**src/rtl/fpu_wb_sequencer.sv**
```systemverilog
// rtl/fpu_wb_sequencer.sv - FPU issue/execute/writeback sequencer.
// Optional datapath timeout is built when FPU_SEQ_TIMEOUT_EN is defined.
module fpu_wb_sequencer #(
  parameter int unsigned TIMEOUT_CYCLES = 63
) (
  input  logic        clk,
  input  logic        rst,
  input  logic        issue_valid,
  output logic        issue_ready,
  input  logic [3:0]  op,
  input  logic [4:0]  rd,
  input  logic        dst_int,
  input  logic        wr_en,
  input  logic [31:0] move_data,
  output logic        unit_start,
  output logic [3:0]  unit_op,
  input  logic        unit_done,
  input  logic [31:0] unit_result,
  output logic        wb_valid,
  input  logic        wb_ready,
  output logic [31:0] wb_data,
  output logic [4:0]  wb_rd,
  output logic        wb_freg,
  output logic        wb_ireg,
  output logic        stall,
  output logic        timeout_err
);

  localparam logic [3:0] OP_MOVE = 4'hF;

  typedef enum logic [1:0] {S_IDLE, S_EXEC, S_WB} state_t;

  state_t      state_q, state_d;
  logic [3:0]  op_q, op_d;
  logic [4:0]  rd_q, rd_d;
  logic        dst_int_q, dst_int_d;
  logic        wr_en_q, wr_en_d;
  logic [31:0] data_q, data_d;
  logic        accept;
  logic        in_wb;

`ifdef FPU_SEQ_TIMEOUT_EN
  localparam logic [7:0] TIMEOUT_LIMIT = 8'(TIMEOUT_CYCLES);
  logic [7:0]  cnt_q, cnt_d;
  logic        timeout_err_q, timeout_err_d;
`endif

  assign accept = !rst && (state_q == S_IDLE) && issue_valid;
  assign in_wb  = (state_q == S_WB);

  always_comb begin
    state_d   = state_q;
    op_d      = op_q;
    rd_d      = rd_q;
    dst_int_d = dst_int_q;
    wr_en_d   = wr_en_q;
    data_d    = data_q;
`ifdef FPU_SEQ_TIMEOUT_EN
    cnt_d         = cnt_q;
    timeout_err_d = timeout_err_q;
`endif
    case (state_q)
      S_IDLE: begin
        if (issue_valid) begin
          op_d      = op;
          rd_d      = rd;
          dst_int_d = dst_int;
          wr_en_d   = wr_en;
          data_d    = move_data;
          if (op == OP_MOVE) begin
            state_d = wr_en ? S_WB : S_IDLE;
          end else begin
            state_d = S_EXEC;
          end
`ifdef FPU_SEQ_TIMEOUT_EN
          cnt_d = 8'd0;
`endif
        end
      end
      S_EXEC: begin
        if (unit_done) begin
          data_d  = unit_result;
          state_d = wr_en_q ? S_WB : S_IDLE;
`ifdef FPU_SEQ_TIMEOUT_EN
          cnt_d = 8'd0;
        end else if (cnt_q + 8'd1 >= TIMEOUT_LIMIT) begin
          // Abandon the operation: no writeback, flag stays set until reset.
          timeout_err_d = 1'b1;
          cnt_d         = 8'd0;
          state_d       = S_IDLE;
        end else begin
          cnt_d = cnt_q + 8'd1;
`endif
        end
      end
      S_WB: begin
        if (wb_ready) begin
          state_d = S_IDLE;
        end
      end
      default: state_d = S_IDLE;
    endcase
  end

  always_ff @(posedge clk or posedge rst) begin
    if (rst) begin
      state_q   <= S_IDLE;
      op_q      <= 4'd0;
      rd_q      <= 5'd0;
      dst_int_q <= 1'b0;
      wr_en_q   <= 1'b0;
      data_q    <= 32'd0;
`ifdef FPU_SEQ_TIMEOUT_EN
      cnt_q         <= 8'd0;
      timeout_err_q <= 1'b0;
`endif
    end else begin
      state_q   <= state_d;
      op_q      <= op_d;
      rd_q      <= rd_d;
      dst_int_q <= dst_int_d;
      wr_en_q   <= wr_en_d;
      data_q    <= data_d;
`ifdef FPU_SEQ_TIMEOUT_EN
      cnt_q         <= cnt_d;
      timeout_err_q <= timeout_err_d;
`endif
    end
  end

  assign issue_ready = (state_q == S_IDLE);
  assign unit_start  = accept && (op != OP_MOVE);
  // The datapath sees the incoming op during the acceptance cycle, the latched one afterwards.
  assign unit_op     = rst ? 4'd0 : (accept ? op : op_q);
  assign stall       = !rst && ((state_q != S_IDLE) || (issue_valid && (op != OP_MOVE)));
  assign wb_valid    = in_wb;
  assign wb_data     = in_wb ? data_q : 32'd0;
  assign wb_rd       = in_wb ? rd_q : 5'd0;
  assign wb_freg     = in_wb && !dst_int_q;
  assign wb_ireg     = in_wb && dst_int_q && (rd_q != 5'd0);

`ifdef FPU_SEQ_TIMEOUT_EN
  assign timeout_err = timeout_err_q;
`else
  assign timeout_err = 1'b0;
`endif

endmodule

```
**config.mk**
```make
export PLATFORM = sky130hd
export DESIGN_NAME = fpu_wb_sequencer
export DESIGN_NICKNAME = d
export VERILOG_FILES = /design/src/rtl/fpu_wb_sequencer.sv
export SDC_FILE = /design/constraint.sdc
export NUM_CORES = 1
export LEC_CHECK = 0
export CORE_UTILIZATION = 35
export DETAILED_ROUTE_END_ITERATION = 8
export DONT_BUFFER_PORTS = 1
export GPL_ROUTABILITY_DRIVEN = 0
export PLACE_DENSITY_LB_ADDON = 0.15
export RECOVER_POWER = 25
export SLEW_MARGIN = 30
export SYNTH_ARGS = -nofsm -noshare
export SYNTH_HDL_FRONTEND = slang
export SYNTH_SLANG_ARGS = --single-unit
export TNS_END_PERCENT = 1
```
**constraint.sdc**
```tcl
create_clock -name clk -period 2.1 [get_ports clk]
set_clock_uncertainty 0.15 [all_clocks]
set_input_delay 0.315 -clock clk [delete_from_list [all_inputs] [get_ports clk]]
set_output_delay 0.315 -clock clk [all_outputs]
set_load 0.1 [all_outputs]
```
==> flow_metrics.env <==
export IMPL_p_leak_nw=1.63
export IMPL_netlist_area_um2=2520
export IMPL_status="finished with violations"
export IMPL_core_um2=6870
export IMPL_r2r_cells=5
export IMPL_yosysSeqAreaShare_pct=44.6
export IMPL_synth_seq_cells=45
export IMPL_yosysMostFrequentCell="mux2_2"
export IMPL_first_global_vias=1853
export IMPL_r2r_start="state_q[0]"
export IMPL_violations="setup timing"
export IMPL_drive_above_1_share_pct=59.6
export IMPL_timing_final_hold_violations=0
export IMPL_gr_usage_all_layers_pct=15.9
export IMPL_dr_total_vias=1697
export IMPL_clk_latency_ns=0.29
export IMPL_clockBufferDepth=2
export IMPL_min_from="rd[2]"
export IMPL_cts_tree="done"
export IMPL_p_sw_share_pct=46.1
export IMPL_wire_per_inst_um=16.3
export IMPL_multi_input_area_um2=1380
export IMPL_p_int_mw=3.48
export IMPL_criticalPathCategory="reg2out"
export IMPL_cts_buffers=5
export IMPL_clock_fmax_ghz=0.474
export IMPL_start_util_pct=36.8
export IMPL_pwr_density_cell_nw_per_um2=1720
export IMPL_cp_required_ns=1.63
export IMPL_vdd_drop_max_v=0.000622
export IMPL_cp_start_kind="register"
export IMPL_antenna_found_initial=0
export IMPL_drtIter0Drc=56
export IMPL_r2r_setup_slack_ns=0.25
export IMPL_drc=0
export IMPL_yosys_most_used_dff="dfrtp_1"
export IMPL_path_max_fanout=5
export IMPL_rsz0062_at_grt="yes"
export IMPL_clkPwrFrac_pct=8.2
export IMPL_setup_violations=4
export IMPL_avgSynthCellArea_um2=12.8
export IMPL_fin_ws_ns=-0.00772
export IMPL_period_share_pct=100
export IMPL_drt_wl_total_um=5720
export IMPL_diodes=0
export IMPL_reg2reg_to="data_q[23]"
export IMPL_synth_edff_count=0
export IMPL_ys_async_sr_fraction_pct=100
export IMPL_synth_commonest_cells="mux2_2 (47), dfrtp_1 (45), and2_1 (41)"
export IMPL_cp_arrival_ns=1.64
export IMPL_dr_pass1_iters=4
export IMPL_cts_htree_levels=2
export IMPL_grt_max_degree=28
export IMPL_clkSlewWorstSetupHoldPaths_ns=0.08
export IMPL_fin_util_pct=54.8
export IMPL_place_ws_ns=0.133
export IMPL_cts_sinks=45
export IMPL_synth_top_area_share_pct=44.6
export IMPL_holdPathStages=1
export IMPL_syn_inst=197
export IMPL_yosys_warnings=0
export IMPL_port_buffers=0
export IMPL_num_io_pins=128
export IMPL_fp_dieH_um=86.9
export IMPL_hpwl_um=4630
export IMPL_synth_nets=277
export IMPL_final_seq_area_um2=1130
export IMPL_viasPerCell=4.83
export IMPL_drv_slew=0
export IMPL_synthTopCellsByArea="dfrtp_1 (45%), mux2_2 (21%), mux2_4 (12%)"
export IMPL_fin_crit_ns=2.11
export IMPL_rows=30
export IMPL_pwr_share_comb_pct=68.0
export IMPL_die_w_um=86.9
export IMPL_hp_class="in2reg"
export IMPL_grt_pass1_wl_um=9260
export IMPL_min_to="rd_q[2]"
export IMPL_yosysTopAreaCell="dfrtp_1"
export IMPL_pwr_share_seq_pct=23.7
export IMPL_yosysUniqueCellTypes=25
export IMPL_maxCapViolations=0
export IMPL_crit_path_end_kind="output pin"
export IMPL_grt_ovfl_total=0
export IMPL_p_sw_mw=2.98
export IMPL_postRouteAntennaNets=0
export IMPL_fill_cells=572
export IMPL_syn_to_final_growth_pct=49.1
export IMPL_final_nets=335
export IMPL_dieArea_um2=7560
export IMPL_clock_root_buffer="clkbuf_8"
[layout by cell type (no fill, tap or decap)]
cell	count
o311a_1	1
and2_1	33
a21oi_2	1
inv_1	4
nand2b_1	1
dlygate4sd3_1	2
clkbuf_8	6
and4_1	1
nor2_2	1
mux2_1	8
buf_4	17
nand3_1	1
mux2i_1	1
mux2_4	24
dfrtp_1	45
and2_4	8
nor3_4	2
o22ai_1	1
nor3b_2	1
inv_2	1
buf_12	43
clkbuf_1	1
mux2_2	43
or3_1	1
nor2_4	1
conb_1	1
a22oi_1	2
nor2b_4	2
buf_6	2
[worst max-delay path by stage]
stage                           from         end  slack [ns]  cells past startpoint
after CTS                 state_q[1]  unit_op[2]       -0.07                      5
after global placement    state_q[1]  unit_op[0]        0.15                      5
after detailed placement  state_q[1]  unit_op[2]        0.13                      5
after floorplan                  rst  unit_op[0]       -0.55                      2
after global routing      state_q[0]  unit_op[2]       -0.11                      5
final                     state_q[0]  unit_op[2]      -0.008                      5
[what timing repair did]
action	in CTS	in global routing
setup endpoints to repair	36	38
hold endpoints to repair	46	0
buffers inserted	2	1
gates resized for setup	6	9
pin swaps	0	5
hold buffers	2	0
[cells by family after synthesis]
logic type	after synthesis	synth area share, %
muxes	76	36.8
buffers and inverters	18	4.21
DFF	45	44.6
and+or+nand+nor	52	12.8
other	1	0.149
AOI/OAI and AO/OA	5	1.44
[layout make-up]
class | instances | share of cell area (%)
Multi-Input combinational cell | 134 | 36.7
Sequential cell | 45 | 29.9
Timing Repair Buffer | 64 | 27.4
Tap cell | 96 | 3.19
Clock buffer | 7 | 2.29
Inverter | 5 | 0.499
[worst max-delay path: stages, from the launching register on]
cell,delay [ns]
dfrtp_1,0.39
nor3b_2,0.17
buf_4,0.17
mux2_4,0.31
and2_4,0.15
buf_12,0.16
[registers in the layout, summed over array words and instances, names as in the netlist]
register and count:
dst_int_q 1, rd_q 5, data_q 32, op_q 4
wr_en_q 1, state_q 2
[per-stage QoR]
stage	TNS [ns]	std cells	instance area, um^2	hold slack (ns)	power [mW]
2_1_floorplan	-7.59	197	2550	0.274	4.61
3_3_place_gp	0	339	3590	0.125	5.74
3_5_place_dp	0	339	3590	0.139	5.87
4_1_cts	-0.256	350	3730	0.0180	6.47
5_1_grt	-1.83	351	3760	0.00378	6.79
6_report	-0.0145	351	3760	0.0279	6.47
[power groups by stage]
stage / sequential (mW) / combinational (mW) / clock, mW
after detailed placement: 1.55 / 4.32 / 0
final: 1.53 / 4.40 / 0.532
after global placement: 1.52 / 4.23 / 0
after global routing: 1.59 / 4.60 / 0.595
after CTS: 1.54 / 4.38 / 0.557
after floorplan: 1.49 / 3.12 / 0
[layer usage]
metal	up-vias	global-route usage [%]	wire length, um
li1	787	-	-
met1	833	18.9	2190
met2	73	27.7	3060
met3	4	5.02	415
met4	0	4.09	42
met5	-	0	0
(Power assumes the default switching activity.)
